## config.mk

```make
export PLATFORM = sky130hd
export DESIGN_NAME = dds_step_monitor_flat
export DESIGN_NICKNAME = d
export VERILOG_FILES = /design/src/rtl/dds_step_monitor_if.sv /design/src/rtl/dds_step_monitor.sv /design/src/flat_wrapper.sv
export SDC_FILE = /design/constraint.sdc
export NUM_CORES = 1
export LEC_CHECK = 0
export ABC_AREA = 1
export BUFFER_PORTS_ARGS = -buffer_cell sky130_fd_sc_hd__buf_4
export CAP_MARGIN = 10
export CELL_PAD_IN_SITES_DETAIL_PLACEMENT = 1
export CELL_PAD_IN_SITES_GLOBAL_PLACEMENT = 1
export CORE_MARGIN = 2
export CORE_UTILIZATION = 45
export DETAILED_ROUTE_END_ITERATION = 8
export HOLD_SLACK_MARGIN = 0.02
export PLACE_DENSITY_LB_ADDON = 0.1
export SKIP_CTS_REPAIR_TIMING = 1
export SYNTH_ARGS = -nofsm -noshare
export SYNTH_HDL_FRONTEND = slang
export SYNTH_SLANG_ARGS = --single-unit
```

## constraint.sdc

```tcl
create_clock -name clk -period 2.9 [get_ports clk]
set_input_delay 0.29 -clock clk [delete_from_list [all_inputs] [get_ports clk]]
set_output_delay 0.29 -clock clk [all_outputs]
set_load 0.005 [all_outputs]
```

## src/rtl/dds_step_monitor_if.sv

```systemverilog
// Sample, step-strobe and result-record signals between the DDS path and dds_step_monitor.
// The slave modport is the monitor's view; master is the surrounding environment.
interface dds_step_monitor_if #(
  parameter int DATA_W = 16,
  parameter int CNT_W  = 16
);
  logic                            s_axis_data_tvalid;
  logic signed [DATA_W-1:0]        s_axis_data_tdata;
  logic                            s_axis_data_tready;
  logic                            step_end;
  logic                            m_axis_res_tvalid;
  logic                            m_axis_res_tready;
  logic [2*DATA_W+2*CNT_W-1:0]     m_axis_res_tdata;
  logic                            m_axis_res_tlast;
  logic                            overflow;

  modport slave (
    input  s_axis_data_tvalid, s_axis_data_tdata, step_end, m_axis_res_tready,
    output s_axis_data_tready, m_axis_res_tvalid, m_axis_res_tdata, m_axis_res_tlast, overflow
  );

  modport master (
    output s_axis_data_tvalid, s_axis_data_tdata, step_end, m_axis_res_tready,
    input  s_axis_data_tready, m_axis_res_tvalid, m_axis_res_tdata, m_axis_res_tlast, overflow
  );
endinterface

```

## src/rtl/dds_step_monitor.sv

```systemverilog
// Per-step min/max/sample-count/rising-zero-crossing statistics of the DDS sine output,
// one result record per step_end strobe, held in a single-entry AXI-Stream output register.
module dds_step_monitor #(
  parameter int DATA_W = 16,
  parameter int CNT_W  = 16
) (
  input  logic             clk,
  input  logic             reset,
  dds_step_monitor_if.slave bus
);
  localparam int              REC_W   = 2*DATA_W + 2*CNT_W;
  localparam logic [CNT_W-1:0] CNT_MAX = '1;

  typedef enum logic {WAIT_FIRST, RUN} acc_state_t;
  typedef enum logic {EMPTY, FULL}     out_state_t;

  acc_state_t               acc_state;
  out_state_t               out_state;
  logic signed [DATA_W-1:0] min_q, max_q, prev_q;
  logic [CNT_W-1:0]         cnt_q, zc_q;
  logic [REC_W-1:0]         res_q;
  logic                     overflow_q;
  logic                     tready_q;

  logic signed [DATA_W-1:0] sample;
  logic                     accept;
  logic                     handshake;
  logic signed [DATA_W-1:0] f_min, f_max;
  logic [CNT_W-1:0]         f_cnt, f_zc;

  assign sample    = bus.s_axis_data_tdata;
  assign accept    = bus.s_axis_data_tvalid & tready_q;
  assign handshake = (out_state == FULL) & bus.m_axis_res_tready;

  // Accumulators with this cycle's sample folded in; also the snapshot value on step_end.
  always_comb begin
    // NOTE: every output gets a default first so no path leaves one unassigned (no latch).
    f_min = min_q;
    f_max = max_q;
    f_cnt = cnt_q;
    f_zc  = zc_q;
    if (accept) begin
      if (acc_state == WAIT_FIRST) begin
        f_min = sample;
        f_max = sample;
        f_cnt = CNT_W'(1);
        f_zc  = '0;
      end else begin
        if (sample < min_q) f_min = sample;
        if (sample > max_q) f_max = sample;
        if (cnt_q != CNT_MAX) f_cnt = cnt_q + CNT_W'(1);
        // Rising crossing: previous strictly negative, current zero or positive.
        if (prev_q[DATA_W-1] && !sample[DATA_W-1] && (zc_q != CNT_MAX))
          f_zc = zc_q + CNT_W'(1);
      end
    end
  end

  // NOTE: sequential state uses non-blocking assignments so every register samples
  // pre-edge values regardless of statement order.
  always_ff @(posedge clk) begin
    if (!reset) begin
      acc_state  <= WAIT_FIRST;
      out_state  <= EMPTY;
      min_q      <= '0;
      max_q      <= '0;
      prev_q     <= '0;
      cnt_q      <= '0;
      zc_q       <= '0;
      res_q      <= '0;
      overflow_q <= 1'b0;
      tready_q   <= 1'b0;
    end else begin
      tready_q <= 1'b1;

      if (bus.step_end) begin
        acc_state <= WAIT_FIRST;
        min_q     <= '0;
        max_q     <= '0;
        prev_q    <= '0;
        cnt_q     <= '0;
        zc_q      <= '0;
      end else if (accept) begin
        acc_state <= RUN;
        min_q     <= f_min;
        max_q     <= f_max;
        prev_q    <= sample;
        cnt_q     <= f_cnt;
        zc_q      <= f_zc;
      end

      case (out_state)
        EMPTY: begin
          if (bus.step_end) begin
            res_q     <= {f_zc, f_cnt, f_max, f_min};
            out_state <= FULL;
          end
        end
        FULL: begin
          if (bus.step_end) begin
            // A record still held with no handshake this cycle wins; the new one is lost.
            if (handshake) res_q      <= {f_zc, f_cnt, f_max, f_min};
            else           overflow_q <= 1'b1;
          end else if (handshake) begin
            out_state <= EMPTY;
          end
        end
        default: out_state <= EMPTY;
      endcase
    end
  end

  assign bus.s_axis_data_tready = tready_q;
  assign bus.m_axis_res_tvalid  = (out_state == FULL);
  assign bus.m_axis_res_tlast   = (out_state == FULL);
  assign bus.m_axis_res_tdata   = res_q;
  assign bus.overflow           = overflow_q;
endmodule

```

## src/flat_wrapper.sv

```systemverilog
// flat-port wrapper written by rule: the top's interface ports become plain ports
module dds_step_monitor_flat 
#(
  parameter int DATA_W = 16,
  parameter int CNT_W  = 16
)
  (clk, reset, bus_s_axis_data_tvalid, bus_s_axis_data_tdata, bus_step_end, bus_m_axis_res_tready, bus_s_axis_data_tready, bus_m_axis_res_tvalid, bus_m_axis_res_tdata, bus_m_axis_res_tlast, bus_overflow);
  dds_step_monitor_if #(.DATA_W(DATA_W), .CNT_W(CNT_W)) bus_i ();
  input  logic clk;
  input  logic reset;
  input wire logic [$bits(bus_i.s_axis_data_tvalid)-1:0] bus_s_axis_data_tvalid;
  input wire logic [$bits(bus_i.s_axis_data_tdata)-1:0] bus_s_axis_data_tdata;
  input wire logic [$bits(bus_i.step_end)-1:0] bus_step_end;
  input wire logic [$bits(bus_i.m_axis_res_tready)-1:0] bus_m_axis_res_tready;
  output wire logic [$bits(bus_i.s_axis_data_tready)-1:0] bus_s_axis_data_tready;
  output wire logic [$bits(bus_i.m_axis_res_tvalid)-1:0] bus_m_axis_res_tvalid;
  output wire logic [$bits(bus_i.m_axis_res_tdata)-1:0] bus_m_axis_res_tdata;
  output wire logic [$bits(bus_i.m_axis_res_tlast)-1:0] bus_m_axis_res_tlast;
  output wire logic [$bits(bus_i.overflow)-1:0] bus_overflow;
  assign bus_i.s_axis_data_tvalid = bus_s_axis_data_tvalid;
  assign bus_i.s_axis_data_tdata = bus_s_axis_data_tdata;
  assign bus_i.step_end = bus_step_end;
  assign bus_i.m_axis_res_tready = bus_m_axis_res_tready;
  assign bus_s_axis_data_tready = bus_i.s_axis_data_tready;
  assign bus_m_axis_res_tvalid = bus_i.m_axis_res_tvalid;
  assign bus_m_axis_res_tdata = bus_i.m_axis_res_tdata;
  assign bus_m_axis_res_tlast = bus_i.m_axis_res_tlast;
  assign bus_overflow = bus_i.overflow;
  dds_step_monitor #(.DATA_W(DATA_W), .CNT_W(CNT_W)) u_core (.clk(clk), .reset(reset), .bus(bus_i));
endmodule
```

== Word level (Yosys, flattened, before mapping) ==
Cells that the tools add are included.

* Bits in registers: 148
* Bits of input ports: 21

* Equality and inequality tests: 5
* Mux-type cells: 21
* $add $sub $neg: 2
* Magnitude comparators: 2
* Bitwise logic cells: 5
* Reduce and logical (&&, ||, !) cells: 6

{| class="wikitable"
|+ Operator list
! cell !! count
|-
| $mux 16 || 12
|-
| $mux 64 || 3
|-
| $pmux 64 s2 || 1
|-
| $add 16x1->16 const B || 2
|-
| $ne 16x16->1 const B || 2
|-
| $gt 16x16->1 || 1
|-
| $lt 16x16->1 || 1
|-
| $ne 2x2->1 const B || 3
|-
| $reduce_and 3->1 || 2
|-
| $mux 1 || 4
|-
| $not 1->1 || 3
|-
| $and 1x1->1 || 2
|-
| $logic_and 1x1->1 || 2
|-
| $pmux 1 s2 || 1
|-
| $reduce_or 2->1 || 1
|-
| $logic_not 1->1 || 1
|}

== Logic depth before layout (Yosys ltp) ==
* Depth in word-level cells: 9
* Depth in mapped cells: 18
* Gate-level depth less buffers: 17

== Worst setup path after synthesis ==
Ideal clock, no wire load.

* Path kind: flip-flop to flip-flop
* Start: reg u_core.min_q[5]
* End: reg u_core.res_q[0] (netlist: u_core.bus.m_axis_res_tdata[0])
* Setup slack: 1.048 ns
* Setup time: 0.109 ns
* Stages on the path, launching flop included: 16
* Arrival: 1.743 ns
* Path buffers: 1
* Cell sequence: dfxtp_1 > inv_1 > ha_1 > a21oi_1 > nor2_1 > nor3_1 > nand2_1 > nand2_1 > nand3_1 > nand3_4 > nand2_4 > buf_12 > nand2_2 > nand3_1 > nand2_1 > inv_1

* Word-level cells in the longest chain between the ends: 7
* Elaborated cells between the ends (all ways): 8
* Those cells by class: order compare (1); mux (7)

{| class="wikitable"
|+ RTL lines
! element !! line !! text
|-
| start, declared || dds_step_monitor.sv:19 || <nowiki>logic signed [DATA_W-1:0] min_q, max_q, prev_q;</nowiki>
|-
| start signal, assigned || dds_step_monitor.sv:85 || <nowiki>min_q <= f_min;</nowiki>
|-
| $lt 16x16->1 (*) || dds_step_monitor.sv:49 || <nowiki>if (sample < min_q) f_min = sample;</nowiki>
|-
| $mux 16 (*) || dds_step_monitor.sv:49 ||
|-
| $mux 16 (*) || dds_step_monitor.sv:43 || <nowiki>if (acc_state == WAIT_FIRST) begin</nowiki>
|-
| $mux 16 (*) || dds_step_monitor.sv:42 || <nowiki>if (accept) begin</nowiki>
|-
| $mux 64 || dds_step_monitor.sv:102 || <nowiki>if (handshake) res_q <= {f_zc, f_cnt, f_max, f_min};</nowiki>
|-
| $mux 64 || dds_step_monitor.sv:100 || <nowiki>if (bus.step_end) begin</nowiki>
|-
| $pmux 64 s2 (*) || dds_step_monitor.sv:92 || <nowiki>case (out_state)</nowiki>
|-
| end signal, assigned || dds_step_monitor.sv:95 || <nowiki>res_q <= {f_zc, f_cnt, f_max, f_min};</nowiki>
|-
| end signal, assigned || dds_step_monitor.sv:102 ||
|-
| end, declared || dds_step_monitor.sv:21 || <nowiki>logic [REC_W-1:0] res_q;</nowiki>
|}

Mark *: on every way between the ends. The rest lies on a longest branch, timed or not. The select of a mux whose other input is x is not followed.
A chain may end at the register's enable or synchronous reset.

== Final worst setup path ==
* Start: reg u_core.tready_q (netlist: u_core.bus.s_axis_data_tready)
* End: reg u_core.res_q[37] (netlist: u_core.bus.m_axis_res_tdata[37])

* Word-level cells in the longest chain between the ends: 5
* Elaborated cells between the ends (all ways): 6
* Those cells by class: mux (5); bitwise (1)

{| class="wikitable"
|+ RTL lines
! element !! line !! text
|-
| start, declared || dds_step_monitor.sv:23 || <nowiki>logic tready_q;</nowiki>
|-
| start signal, assigned || dds_step_monitor.sv:72 || <nowiki>tready_q <= 1'b0;</nowiki>
|-
| start signal, assigned || dds_step_monitor.sv:74 || <nowiki>tready_q <= 1'b1;</nowiki>
|-
| $and 1x1->1 (*) || dds_step_monitor.sv:32 || <nowiki>assign accept = bus.s_axis_data_tvalid & tready_q;</nowiki>
|-
| $mux 16 (*) || dds_step_monitor.sv:42 ||
|-
| $mux 64 || dds_step_monitor.sv:102 ||
|-
| $mux 64 || dds_step_monitor.sv:100 ||
|-
| $pmux 64 s2 (*) || dds_step_monitor.sv:92 ||
|}

Marks and branches as above.

==> run summary <==
P_leak: 3.67 nW
clock transition at the registers of the reported paths: 60 ps
vias per cell: 5.19
most frequent cells in the layout: nand2_1 (151), nor2_1 (142), dfxtp_1 (133)
Die X: 125 um
Rel. slew slack: 28.7%
Synth Cell Area: 6590 um2
largest cells by area after synthesis: dfxtp_1 (40%), nand2_1 (8.6%), nor2_1 (8.1%)
Post-Synthesis Cells: 947
Synth top area share: 40.4%
total CTS buffers: 17
core area: 14400 um2
dpl hpwl: 12.8 mm
number of synthesis warnings: 0
kind of critical path: register to register
Achievable Freq: 400 MHz
DR WL/cell: 15.2 um
post-synthesis sequential area ratio: 40.4%
CTS tree: done
Synth Area per Inst: 6.96 um2
num rows: 44
starting density of the core: 45.7%
vias after detailed routing: 6333
Slew Limit Fails: 0
unrepaired setup endpoints after global routing: no
crit path time final: 2500 ps
Synth area leader: dfxtp_1
Die Span Y: 125 um
r2r setup slk: 400 ps
Max-cap violations: 0
Clock Root Buffer: clkbuf_16
CTS sink cnt: 133
n_diodes: 0
fin cells: 1221
Power Density: 586 nW/um2
Hold WC Path Type: input pin to register
Synthesized Nets: 1001
# DRC: 0
status: completed
ys async rst share: 0%
number of I/O port buffers: 88
Fillers: 1890
Post-synth top flop: dfxtp_1
first-pass GRT wire length: 32.0 mm
CP Launch Type: register
Die ar.: 15600 um2
Unique masters post-synth: 39
Placed Area: 7400 um2
Worst EP arrival: 2810 ps
Area growth syn-to-layout: 21.3%
Remaining Overflow, GRT: 0
Clock Latency Late Sink: 420 ps
drt total wl: 18.5 mm
commonest non-fill, non-tap cell in the layout: nand2_1
first-iteration detailed-routing DRC count: 217
H-tree depth: 4
Ports: 89
Nets: 1078
CP Max Fanout: 13
Least-Margin Pin Slew: 1060 ps
gpl congestion: 0.823
Max Root-Sink Buffers: 2
register bit count reported by yosys: 133
Clock Skews: 8.57 ps
Fin Setup TNS: 0 ps
largest net degree at the start of global routing: 57
final instance area: 7990 um2
final number of hold-violating endpoints: 0
layout cells sized above 1: 14.6%
dpl cells: 1189
Peak VDD IR: 0.000451 V
period utilization: 86.2%
number of global-route vias before repair: 6761
number of synthesized flops with an enable pin: 0
WP data required: 3210 ps
initial antenna violation count: 0
Total Routing Usage GR: 24.8%
Finish-stage setup viols: 0
drt first pass iters: 4
CP endpoint kind: register
Final ANT Viol Nets: 0
[sequential cells by signal, summed over array words and instances (netlist names)]
register,cells
u_core.bus.overflow,1
u_core.acc_state,1
u_core.max_q,16
u_core.zc_q,16
u_core.bus.s_axis_data_tready,1
u_core.min_q,16
u_core.cnt_q,16
u_core.prev_q,1
u_core.bus.m_axis_res_tlast,1
u_core.bus.m_axis_res_tdata,64
[per-layer routing]
layer,global-route usage [%],wire (um),up-vias
met5,0,0,-
li1,-,-,3206
met3,5.48,553,20
met2,44.7,9310,82
met4,6.47,199,0
met1,29.9,8460,3025
[cells by family after synthesis]
| kind of cell | Yosys count | share of synthesized area, % |
|---|---|---|
| fa+ha+maj | 33 | 6.27 |
| xor+xnor | 6 | 0.798 |
| simple gates | 452 | 30.0 |
| buf+inv | 179 | 10.8 |
| compound gates | 144 | 11.7 |
| flops | 133 | 40.4 |
[Yosys cell counts, types with 2 or more instances]
| master | n |
|---|---|
| o21ai_0 | 44 |
| clkinv_1 | 2 |
| nor3_1 | 16 |
| nand2_4 | 2 |
| o21a_1 | 3 |
| a21o_1 | 2 |
| nand3_1 | 101 |
| buf_1 | 2 |
| dfxtp_1 | 133 |
| nand4_1 | 13 |
| nand2_2 | 13 |
| nand2_1 | 151 |
| o211ai_1 | 11 |
| buf_2 | 8 |
| xor2_1 | 4 |
| nor4_1 | 5 |
| ha_1 | 33 |
| xnor2_1 | 2 |
| clkbuf_1 | 27 |
| buf_4 | 3 |
| o21ai_1 | 4 |
| inv_2 | 3 |
| o21bai_1 | 2 |
| inv_1 | 132 |
| a21oi_1 | 75 |
| and2_1 | 2 |
| nor2_1 | 142 |
[power by group]
| part | internal [mW] | switching, mW | leakage [nW] |
|---|---|---|---|
| combinational | 0.225 | 0.320 | 2.29 |
| clock | 1.39 | 0.791 | 0.291 |
| sequential | 1.91 | 0.0461 | 1.09 |
| total | 3.52 | 1.16 | 3.67 |
[final cells by class]
cell class	count	area, um2	area share [%]
clock buffer	23	468	5.86
clock inverter	9	126	1.58
inverter	138	522	6.53
multi-input combinational	635	3210	40.2
sequential	133	2660	33.3
tap	184	230	2.88
timing repair buffer	99	768	9.61
[metrics by stage]
step           setup slack [ps]  utilization [%]  power (mW)  hold slack, ps
2_1_floorplan              1050                -        2.30             318
5_1_grt                     147             55.4        4.90             155
3_5_place_dp                315             51.3        2.53             456
4_1_cts                     338             55.4        4.72             139
6_report                    400             55.4        4.68             149
3_3_place_gp                406             51.3        2.52             453
[worst max-delay path, stage by stage (launching register included)]
cell      delay (ps)
dfxtp_1          330
nand2_1           70
nor2_1           800
inv_1            530
buf_4            350
nand3_1          110
nand2_1           50
o211ai_1          90
inv_1             50
[worst paths after layout]
| check | start | to | cells past startpoint |
|---|---|---|---|
| max | u_core.bus.s_axis_data_tready | u_core.bus.m_axis_res_tdata[37] | 8 |
| max reg2reg | u_core.bus.s_axis_data_tready | u_core.bus.m_axis_res_tdata[37] | 8 |
| min | reset | u_core.bus.s_axis_data_tready | 1 |
| min reg2reg | u_core.prev_q[15] | u_core.prev_q[15] | 2 |
No activity file was read; power rests on OpenSTA's default activity.
